### src/rtl/mdom_wvb_hdr_pkg.sv
// Shared definitions for the waveform-buffer header serializer:
// default widths, serializer state encoding and word-count helper.
package mdom_wvb_hdr_pkg;

  localparam int unsigned HDR_W_DEF   = 106;
  localparam int unsigned SHORT_W_DEF = 64;
  localparam int unsigned WORD_W_DEF  = 16;
  localparam int unsigned DEPTH_DEF   = 8;

  typedef enum logic [1:0] {
    ST_IDLE = 2'd0,
    ST_LOAD = 2'd1,
    ST_SEND = 2'd2
  } ser_state_t;

  // Number of words needed to carry bits_w bits in words of word_w bits.
  function automatic int unsigned word_count(input int unsigned bits_w,
                                             input int unsigned word_w);
    return (bits_w + word_w - 1) / word_w;
  endfunction

endpackage

### src/rtl/mdom_hdr_fifo.sv
// Synchronous header FIFO. Writes into a full FIFO and reads from an empty
// FIFO are ignored. Read data is presented combinationally from the head.
module mdom_hdr_fifo #(
  parameter int unsigned P_WIDTH = 107,
  parameter int unsigned P_DEPTH = 8
) (
  input  logic                       clk,
  input  logic                       rst_n,
  input  logic                       wr_en,
  input  logic [P_WIDTH-1:0]         wr_data,
  input  logic                       rd_en,
  output logic [P_WIDTH-1:0]         rd_data,
  output logic [$clog2(P_DEPTH):0]   count,
  output logic                       full,
  output logic                       empty
);

  localparam int unsigned AW = $clog2(P_DEPTH);
  localparam int unsigned CW = AW + 1;

  logic [P_WIDTH-1:0] mem [P_DEPTH];
  logic [AW-1:0]      wr_ptr;
  logic [AW-1:0]      rd_ptr;
  logic               do_wr;
  logic               do_rd;

  assign full    = (count == CW'(P_DEPTH));
  assign empty   = (count == '0);
  assign do_wr   = wr_en && !full;
  assign do_rd   = rd_en && !empty;
  assign rd_data = mem[rd_ptr];

  // Storage array; contents are don't-care after reset.
  always_ff @(posedge clk) begin
    if (do_wr) begin
      mem[wr_ptr] <= wr_data;
    end
  end

  // Pointers wrap naturally because the depth is a power of two.
  always_ff @(posedge clk or negedge rst_n) begin
    if (!rst_n) begin
      wr_ptr <= '0;
      rd_ptr <= '0;
    end else begin
      if (do_wr) wr_ptr <= wr_ptr + AW'(1);
      if (do_rd) rd_ptr <= rd_ptr + AW'(1);
    end
  end

  // Occupancy; a simultaneous write and read leaves it unchanged.
  always_ff @(posedge clk or negedge rst_n) begin
    if (!rst_n) begin
      count <= '0;
    end else begin
      case ({do_wr, do_rd})
        2'b10:   count <= count + CW'(1);
        2'b01:   count <= count - CW'(1);
        default: count <= count;
      endcase
    end
  end

endmodule

### src/rtl/mdom_wvb_hdr_serializer.sv
// Buffers packed waveform headers and streams each one out as a frame of
// LSB-first words with start/end-of-frame markers. Short headers send only
// the low P_SHORT_W bits. The entry stays counted until its last word is
// accepted.
module mdom_wvb_hdr_serializer
  import mdom_wvb_hdr_pkg::*;
#(
  parameter int unsigned P_HDR_W   = HDR_W_DEF,
  parameter int unsigned P_SHORT_W = SHORT_W_DEF,
  parameter int unsigned P_WORD_W  = WORD_W_DEF,
  parameter int unsigned P_DEPTH   = DEPTH_DEF
) (
  input  logic                      clk,
  input  logic                      rst_n,
  input  logic [P_HDR_W-1:0]        hdr_bundle,
  input  logic                      hdr_wr,
  input  logic                      hdr_short,
  output logic [P_WORD_W-1:0]       out_data,
  output logic                      out_valid,
  input  logic                      out_ready,
  output logic                      out_sof,
  output logic                      out_eof,
  output logic [$clog2(P_DEPTH):0]  fifo_cnt,
  output logic                      full,
  output logic                      ovf,
  input  logic                      ovf_clr
);

  localparam int unsigned NL    = word_count(P_HDR_W, P_WORD_W);
  localparam int unsigned NS    = word_count(P_SHORT_W, P_WORD_W);
  localparam int unsigned SH_W  = NL * P_WORD_W;
  localparam int unsigned IDX_W = $clog2(NL + 1);
  localparam int unsigned FW    = P_HDR_W + 1;

  ser_state_t         state;
  ser_state_t         state_nxt;
  logic [FW-1:0]      rd_data;
  logic               fifo_empty;
  logic [SH_W-1:0]    shreg;
  logic [SH_W-1:0]    load_val;
  logic [SH_W-1:0]    short_mask;
  logic [IDX_W-1:0]   idx;
  logic [IDX_W-1:0]   nwords;
  logic               load_en;
  logic               fire;
  logic               last_word;
  logic               pop;

  // The short flag is stored alongside the header as the top bit.
  mdom_hdr_fifo #(
    .P_WIDTH (FW),
    .P_DEPTH (P_DEPTH)
  ) u_fifo (
    .clk     (clk),
    .rst_n   (rst_n),
    .wr_en   (hdr_wr),
    .wr_data ({hdr_short, hdr_bundle}),
    .rd_en   (pop),
    .rd_data (rd_data),
    .count   (fifo_cnt),
    .full    (full),
    .empty   (fifo_empty)
  );

  assign last_word = (idx == nwords - IDX_W'(1));
  assign fire      = out_valid && out_ready;
  assign pop       = fire && last_word;

  // Serializer state register.
  always_ff @(posedge clk or negedge rst_n) begin
    if (!rst_n) begin
      state <= ST_IDLE;
    end else begin
      state <= state_nxt;
    end
  end

  // Next state: one LOAD cycle between frames, leave SEND on last acceptance.
  always_comb begin
    state_nxt = state;
    case (state)
      ST_IDLE: if (!fifo_empty) state_nxt = ST_LOAD;
      ST_LOAD: state_nxt = ST_SEND;
      ST_SEND: if (pop) state_nxt = ST_IDLE;
      default: state_nxt = ST_IDLE;
    endcase
  end

  // Handshake and frame markers derived from state and word index.
  always_comb begin
    out_valid = (state == ST_SEND);
    load_en   = (state == ST_LOAD);
    out_sof   = out_valid && (idx == '0);
    out_eof   = out_valid && last_word;
    out_data  = out_valid ? shreg[P_WORD_W-1:0] : '0;
  end

  // Zero-extend the head entry; short headers are masked to their width so
  // the final short word is padded with zeros.
  always_comb begin
    short_mask                = '0;
    short_mask[P_SHORT_W-1:0] = '1;
    load_val                  = SH_W'(rd_data[P_HDR_W-1:0]);
    if (rd_data[P_HDR_W]) begin
      load_val = load_val & short_mask;
    end
  end

  // Shift register advances one word per acceptance and holds on stalls.
  always_ff @(posedge clk or negedge rst_n) begin
    if (!rst_n) begin
      shreg  <= '0;
      idx    <= '0;
      nwords <= '0;
    end else if (load_en) begin
      shreg  <= load_val;
      idx    <= '0;
      nwords <= rd_data[P_HDR_W] ? IDX_W'(NS) : IDX_W'(NL);
    end else if (fire) begin
      shreg  <= shreg >> P_WORD_W;
      idx    <= idx + IDX_W'(1);
    end
  end

  // Sticky overflow: a dropped write wins over a clear in the same cycle.
  always_ff @(posedge clk or negedge rst_n) begin
    if (!rst_n) begin
      ovf <= 1'b0;
    end else if (hdr_wr && full) begin
      ovf <= 1'b1;
    end else if (ovf_clr) begin
      ovf <= 1'b0;
    end
  end

endmodule

### config.mk
export PLATFORM = sky130hd
export DESIGN_NAME = mdom_wvb_hdr_serializer
export DESIGN_NICKNAME = d
export VERILOG_FILES = /design/src/rtl/mdom_wvb_hdr_pkg.sv /design/src/rtl/mdom_hdr_fifo.sv /design/src/rtl/mdom_wvb_hdr_serializer.sv
export SDC_FILE = /design/constraint.sdc
export NUM_CORES = 1
export LEC_CHECK = 0
export BUFFER_PORTS_ARGS = -buffer_cell sky130_fd_sc_hd__buf_2
export CAP_MARGIN = 20
export CORE_ASPECT_RATIO = 1.1
export CORE_UTILIZATION = 38
export CTS_CLUSTER_DIAMETER = 50
export DETAILED_ROUTE_END_ITERATION = 6
export PLACE_DENSITY = 0.57
export SLEW_MARGIN = 20
export SYNTH_ARGS = -nofsm -noshare
export SYNTH_HDL_FRONTEND = slang
export SYNTH_HIERARCHICAL = 1
export SYNTH_SLANG_ARGS = --single-unit
### constraint.sdc
create_clock -name clk -period 10.9 [get_ports clk]
set_clock_uncertainty 0.2 [all_clocks]
set_input_delay 3.27 -clock clk [delete_from_list [all_inputs] [get_ports clk]]
set_output_delay 3.27 -clock clk [all_outputs]
set_load 0.005 [all_outputs]
* Word-level counts from Yosys, hierarchy flattened
Memories as Yosys holds them, arrays and structs flattened. Cells that the tools add are included.
Word-level totals: register bits 131, memories kept 1, memory bits (writable) 856, output and inout port bits 25, logic and storage cells 54
Operators by class: add/sub/neg operators 6, multiplexer cells 15, reductions and logical operators 16, eq/ne operators 8
Memory list:
- u_fifo.mem | words 8, bits a word 107, read ports 1, clocked after memory_dff 0, wr ports 1, line mdom_hdr_fifo.sv:21 | logic [P_WIDTH-1:0] mem [P_DEPTH];
Operator list (count):
- $mux 112 | 2
- $mux 106 | 1
- $mux 16 | 1
- $add 3x1->3 const B | 3
- $pmux 4 s2 | 1
- $logic_and 1x1->1 | 7
- $mux 2 | 3
- $mux 3 | 2
- $pmux 2 s3 | 1
- $reduce_bool 2->1 | 3
- $add 4x1->4 const B | 1
- $eq 2x1->1 const B | 2
- $eq 2x2->1 const B | 2
- $eq 4x4->1 const B | 1
- $logic_not 4->1 | 1
- $mux 1 | 4
- $sub 4x1->4 const B | 1
- $eq 3x3->1 | 1
- $logic_not 3->1 | 1
- $sub 3x1->3 const B | 1
- $logic_not 1->1 | 2
- $logic_not 2->1 | 1
- $ne 2x1->1 const B | 1
- $ne 2x2->1 const B | 1
- $reduce_and 2->1 | 1

* Logic depth before layout (Yosys ltp)
Gate-level depths: netlist (run 1).
depth after elaboration 6, gate-level depth with buffers 11

* By module
The synthesis (run 1) kept the hierarchy.
By module, submodules not included:
- mdom_hdr_fifo | times used 1, area an instance 33055.5 um^2, cells each 1304, sequential area each 25954.9 um^2
- mdom_wvb_hdr_serializer | times used 1, area an instance 5844.4 um^2, cells each 420, sequential area each 2852.7 um^2

* Least setup slack after synthesis (run 1)
OpenSTA, ideal clock, no wires.
path type input to register, from in hdr_wr, to mem u_fifo.mem[1][0] (enable), buffers on the path 0, library setup time 0.704 ns, cell stages on the path 2, arrival 10.637 ns, slack -0.640 ns, cell sequence nand3_1 -> nor3_1
On the way: longest elaborated chain between the ends 3
Ends and longest elaborated chain:
- start, declared | line mdom_wvb_hdr_serializer.sv:16 | input logic hdr_wr,
- $logic_and 1x1->1 | line mdom_hdr_fifo.sv:29 | assign do_wr = wr_en && !full;
- $mux 1 | line mdom_hdr_fifo.sv:35 | if (do_wr) begin
- $mux 1 (implied by the code) | line mdom_hdr_fifo.sv:36 | mem[wr_ptr] <= wr_data;
- end, declared | line mdom_hdr_fifo.sv:21
Every way passes these cells.

* Worst setup path after layout (run 1)
from reg state[0], to out out_data[8]
On the way: longest elaborated chain between the ends 2
Ends and longest elaborated chain:
- start, declared | line mdom_wvb_hdr_serializer.sv:35 | ser_state_t state;
- start signal, assigned | line mdom_wvb_hdr_serializer.sv:74 | state <= state_nxt;
- $eq 2x2->1 | line mdom_wvb_hdr_serializer.sv:91 | out_valid = (state == ST_SEND);
- $mux 16 | line mdom_wvb_hdr_serializer.sv:95 | out_data = out_valid ? shreg[P_WORD_W-1:0] : '0;
- end, declared | line mdom_wvb_hdr_serializer.sv:18 | output logic [P_WORD_W-1:0] out_data,
Every way passes these cells.

==> impl_metrics.toml, run 1 <==
[setup_path]
cp_slowest_cell = "dfrtp_1"
crit_path_max_fanout = 18
cp_top_family = "buffers and inverters"
cp.arrival_ps = 2030
path_buf_inv = 3
crit_chain = "inv_2, nand2_2, inv_2, and2_1, buf_2"
crit_required_ps = 7430
start_kind = "register"
max_stage_delay_ps = 490
cp-end-kind = "output port"
crit_type = "register to output port"
path_common_cell = "inv_2"

[cts]
cts_setup_buffers = 0
clockBufferDepth = 3
cts_tree = "yes"
cts.sinks = 980
clkTransAtPathRegs_ps = 60
insertion_delay_ps = 670
cts_resized = 0
cts_hold_buffers = 0
root_buffer = "clkbuf_16"
htree_levels = 3
cts_buffers = 101

[synthesis]
synth_enable_flop_cells = 856
ys_warn_count = 6
avgSynthCellArea_um2 = 22.56
syn_nets = 1844
synthCells = 1724
ys_ff_latch = 980
synthArstFlopShare_pct = 12.65
yosysSeqAreaShare_pct = 74.06
ys_types = 47
syn_area_um2 = 38900
synth_ff_type = "edfxtp_1"

[sta]
hold_ws_ps = 284.4
finalHoldViolCount = 0
drv_slew = 0
finalSetupViolCount = 0
fin_crit_ps = 5499
setup-tns-final_ps = 0
max_freq_mhz = 181.9
worst_slew_pin_slew_ps = 985.3
slew_headroom_pct = 34.31
fin_crit_sh_pct = 50.45
rsz0062_at_grt = "no"

[route]
drtIter0Drc = 1130
drt_wl_total_um = 83060
antenna_left = 0
num_vias = 17296
first_pass_iters = 5
drc = 0
wl_per_cell_um = 24.69
vias_per_cell = 5.141

[grt]
grt_usage_pct = 16.31
antenna_found_initial = 31
grt_pass1_wl_um = 123800
overflow = 0
grt_pass1_vias = 18696
grt_max_degree = 97

[die]
io_pins = 137
rows = 122
die_y_um = 337.6
dieArea_um2 = 103700
core_um2 = 101100
floorplan.initialDensity_pct = 38.49
dieWidth_um = 307.1

[final_layout]
final_cell_mix = "856 x edfxtp_1, 217 x mux2_2, 214 x mux4_2"
areaGrowthSynthToFinish_pct = 14.69
seq_area_um2 = 28820
layout.cells.non_filler = 3364
fillers = 8631
final_util_pct = 44.15
nets = 2027
design_area_um2 = 44610
final_common_cell = "edfxtp_1"
multi_input_comb_area_um2 = 9363
drive_above_1_share_pct = 42.53

[placement]
place_congestion = 0.7220
placed_cells = 3168
placed_area_um2 = 40920
numPortBuffers = 136
dpl.hpwl_um = 46640

[power]
power_leakage_nw = 14.91
power_density_nw_per_um2 = 256.9
ir_drop_mv = 0.1331

[flow_run]
cap_viol_max_count = 0

[status]
outcome = "complete, no violations"

[hold_path]
hold_class = "register to register"
[flip-flops by register name, indices dropped and copies added, names as in the netlist]
name,flops
state,2
nwords,2
idx,3
ovf,1
u_fifo/wr_ptr,3
u_fifo/mem,856
shreg,106
u_fifo/rd_ptr,3
u_fifo/count,4
[routing by layer]
layer	part of all wire (%)	global-route usage (%)
met2	49	27.04
met3	4.5	2.821
met5	0.17	0
met4	1.9	4.859
met1	44	22.09
[synthesized netlist by cell type (3+ instances only)]
library cell | instances | area (um^2)
buf_6 | 17 | 191.4
and2_1 | 16 | 100.1
xnor2_1 | 6 | 52.55
a21oi_1 | 3 | 15.01
clkbuf_1 | 17 | 63.81
buf_8 | 4 | 60.06
mux2_4 | 60 | 900.9
edfxtp_1 | 856 | 25700
nor3b_1 | 4 | 30.03
mux2_2 | 217 | 2444
nor3_1 | 4 | 20.02
inv_2 | 3 | 11.26
buf_2 | 32 | 160.2
nand3_1 | 5 | 25.02
mux4_2 | 214 | 4820
and2b_1 | 5 | 37.54
nand2_1 | 12 | 45.04
nor2b_1 | 21 | 131.4
buf_12 | 11 | 220.2
nand3b_1 | 4 | 30.03
a22o_1 | 18 | 157.7
mux2_1 | 13 | 146.4
nand2b_1 | 4 | 25.02
o21ai_0 | 5 | 25.02
ha_1 | 7 | 87.58
dfrtp_1 | 124 | 3103
nor2_1 | 8 | 30.03
buf_4 | 7 | 52.55
inv_1 | 9 | 33.78
[per-stage QoR]
step	power [mW]	setup WS, ps
6_report	11.46	5401
5_1_grt	11.95	5208
4_1_cts	11.63	5308
3_5_place_dp	7.869	4919
3_3_place_gp	7.804	4691
2_1_floorplan	7.186	2229
[report_power, final]
| part | internal [mW] | total [mW] | leakage [nW] | switching [mW] |
|---|---|---|---|---|
| Combinational | 1.32 | 2.63 | 3.76 | 1.31 |
| Sequential | 4.80 | 5.09 | 9.36 | 0.296 |
| Clock | 2.29 | 3.74 | 1.79 | 1.45 |
[final timing paths]
path,from,end,slack [ps],cells past startpoint
setup / recovery,state[0],out_data[8],5400,5
hold / removal,shreg[77],shreg[77],280,1
setup reg to reg,u_fifo/rd_ptr[1],shreg[96],6590,7
hold reg to reg,shreg[77],shreg[77],280,1
max in group asynchronous,rst_n,shreg[32],6720,2
min in group asynchronous,rst_n,shreg[10],2400,1
[worst register-to-register path: stages (launching register included)]
cell,delay (ps)
dfrtp_4,1010
buf_4,700
buf_4,620
mux4_2,400
mux2_4,460
nor2_1,340
buf_4,320
a22o_1,180
[area by class of cell]
class                      instances  share of cell area (%)
antenna                            6                 0.03365
clock buffer                     125                   6.190
clock inverter                    65                   2.061
inverter                          12                  0.1010
multi-input combinational        643                   20.99
sequential                       980                   64.60
tap                             1364                   3.825
timing repair buffer             169                   2.207
[logic make-up (layout without fill, tap and decap cells)]
family | Yosys count | in the layout | share of synthesized area (%)
other | 0 | 6 | 0
adders and majority gates | 8 | 8 | 0.2766
AOI/OAI and AO/OA | 34 | 34 | 0.7109
DFF | 980 | 980 | 74.06
xor gates and xnor gates | 7 | 7 | 0.1576
muxes | 505 | 505 | 21.39
and+or+nand+nor | 89 | 89 | 1.361
buffers and inverters | 101 | 371 | 2.049
Note: power is estimated with default switching activity, not from simulation.
==> run 2, diff against run 1 <==
Clock period 10.9 ns to 5.1 ns, I/O delays scaled along.
==> impl_metrics.toml, run 2 (synthesized netlist as in run 1, its figures left out) <==
[power]
power_density_nw_per_um2 = 544.3
switchingPower_mw = 6.720
swShare_pct = 27.56
power_leakage_nw = 14.99
p_int_mw = 17.66
seqPwrFrac_pct = 44.7
pwr-share-clk_pct = 31.4
ir_drop_mv = 0.3527
pwr-share-comb_pct = 23.9

[die]
die_y_um = 337.6
floorplan.initialDensity_pct = 38.49
io_pins = 137
core_um2 = 101100
rows = 122
dieWidth_um = 307.1
dieArea_um2 = 103700

[setup_path]
start_kind = "register"
cp.arrival_ps = 2440
crit_type = "register to output port"
crit_required_ps = 3370
crit_path_max_fanout = 10
cp-end-kind = "output port"

[sta]
fin_crit_sh_pct = 81.78
max_freq_mhz = 239.8
drv_slew = 0
fin_crit_ps = 4171
rsz0062_at_grt = "no"
worst_slew_pin_slew_ps = 1014
finalSetupViolCount = 0
hold_ws_ps = 286.9
finalHoldViolCount = 0
slew_headroom_pct = 32.38
setup-tns-final_ps = 0

[flow_run]
cap_viol_max_count = 0

[grt]
overflow = 0
grt_pass1_vias = 18723
globalRoute.busiestLayer = "met2"
grt_usage_pct = 16.74
antenna_found_initial = 24
grt_max_degree = 108
met1_usage_pct = 22.08
grt_use_met3_pct = 3.360
met2_usage_pct = 28.04
grt_pass1_wl_um = 126700

[cts]
htree_levels = 3
insertion_delay_ps = 680
cts_setup_buffers = 0
cts_buffers = 105
cts_resized = 0
clockBufferDepth = 3
clkTransAtPathRegs_ps = 60
cts.sinks = 980
cts_hold_buffers = 0
cts_tree = "yes"
root_buffer = "clkbuf_16"

[final_layout]
final_cell_mix = "856 x edfxtp_1, 217 x mux2_2, 214 x mux4_2"
nets = 2042
drive_above_1_share_pct = 42.95
final_common_cell = "edfxtp_1"
fillers = 8639
design_area_um2 = 44790
top_regs = "u_fifo/mem: 856 flops, shreg: 106 flops, u_fifo/count: 4 flops"
largest_reg_flops = 856
areaGrowthSynthToFinish_pct = 15.15
largest_register = "u_fifo/mem"

[hold_path]
hold_class = "register to register"

[route]
drt_wl_total_um = 85000
drc = 0
num_vias = 17424
wl_per_cell_um = 25.15
antenna_left = 0
first_pass_iters = 5
vias_per_cell = 5.155
drtIter0Drc = 1243

[placement]
numPortBuffers = 136
placed_area_um2 = 41240
dpl.hpwl_um = 48340
place_congestion = 0.7667

[status]
outcome = "complete, no violations"
run 2: cell types whose count changed in the layout (fill, tap and decap cells not counted), moves of 3 or more:
cell,before,now
buf_12,4,23
bufinv_16,20,11
clkbuf_1,13,10
diode_2,6,2
clkinv_2,14,26
clkinv_1,8,14
buf_4,29,21
clkbuf_8,8,4
run 2: layout make-up:
type,instances,area [um^2],share of cell area [%]
sequential,980,28820,64.34
multi-input combinational,643,9363,20.90
clock buffer,120,2745,6.128
tap,1364,1707,3.810
timing repair buffer,180,1305,2.913
clock inverter,79,804.5,1.796
inverter,12,45.04,0.1006
antenna,2,5.005,0.01117
run 2: worst max-delay path, stage by stage, from the launching register on:
cell     delay, ps
dfrtp_1        480
inv_2          120
nand2_2        100
nor3b_1        820
buf_2          260
run 2: final timing paths:
check	to	slack [ps]	depth (start not counted)	startpoint
max	out_sof	930	4	state[0]
min	shreg[75]	290	1	shreg[75]
max reg2reg	u_fifo/count[3]	1770	10	idx[2]
min reg2reg	shreg[75]	290	1	shreg[75]
max in group asynchronous	shreg[94]	3040	2	rst_n
min in group asynchronous	shreg[45]	680	1	rst_n
run 2: routing by layer:
metal  routed length [um]  vias to the layer above  part of all wire (%)
li1                     -                     7527                     -
met4                 1751                       22                   2.1
met5                  138                        -                  0.16
met3                 4109                      134                   4.8
met1                36500                     9372                    43
met2                42500                      369                    50
run 2: metrics by stage:
step	cells	setup slack (ps)	power (mW)	utilization (%)
floorplan	1724	-107.4	15.30	-
global placement	3179	943.2	16.89	40.81
detailed placement	3179	955.7	17.03	40.81
CTS	3378	877.9	24.74	44.32
global route	3379	811.3	25.45	44.32
finish	3380	929.1	24.38	44.33
run 2: power groups by stage:
stage	combinational (mW)	sequential (mW)	clock (mW)
floorplan	4.53	10.8	0
global placement	5.89	11.0	0
detailed placement	5.95	11.1	0
CTS	5.98	10.9	7.85
global route	6.27	11.0	8.16
finish	5.82	10.9	7.66
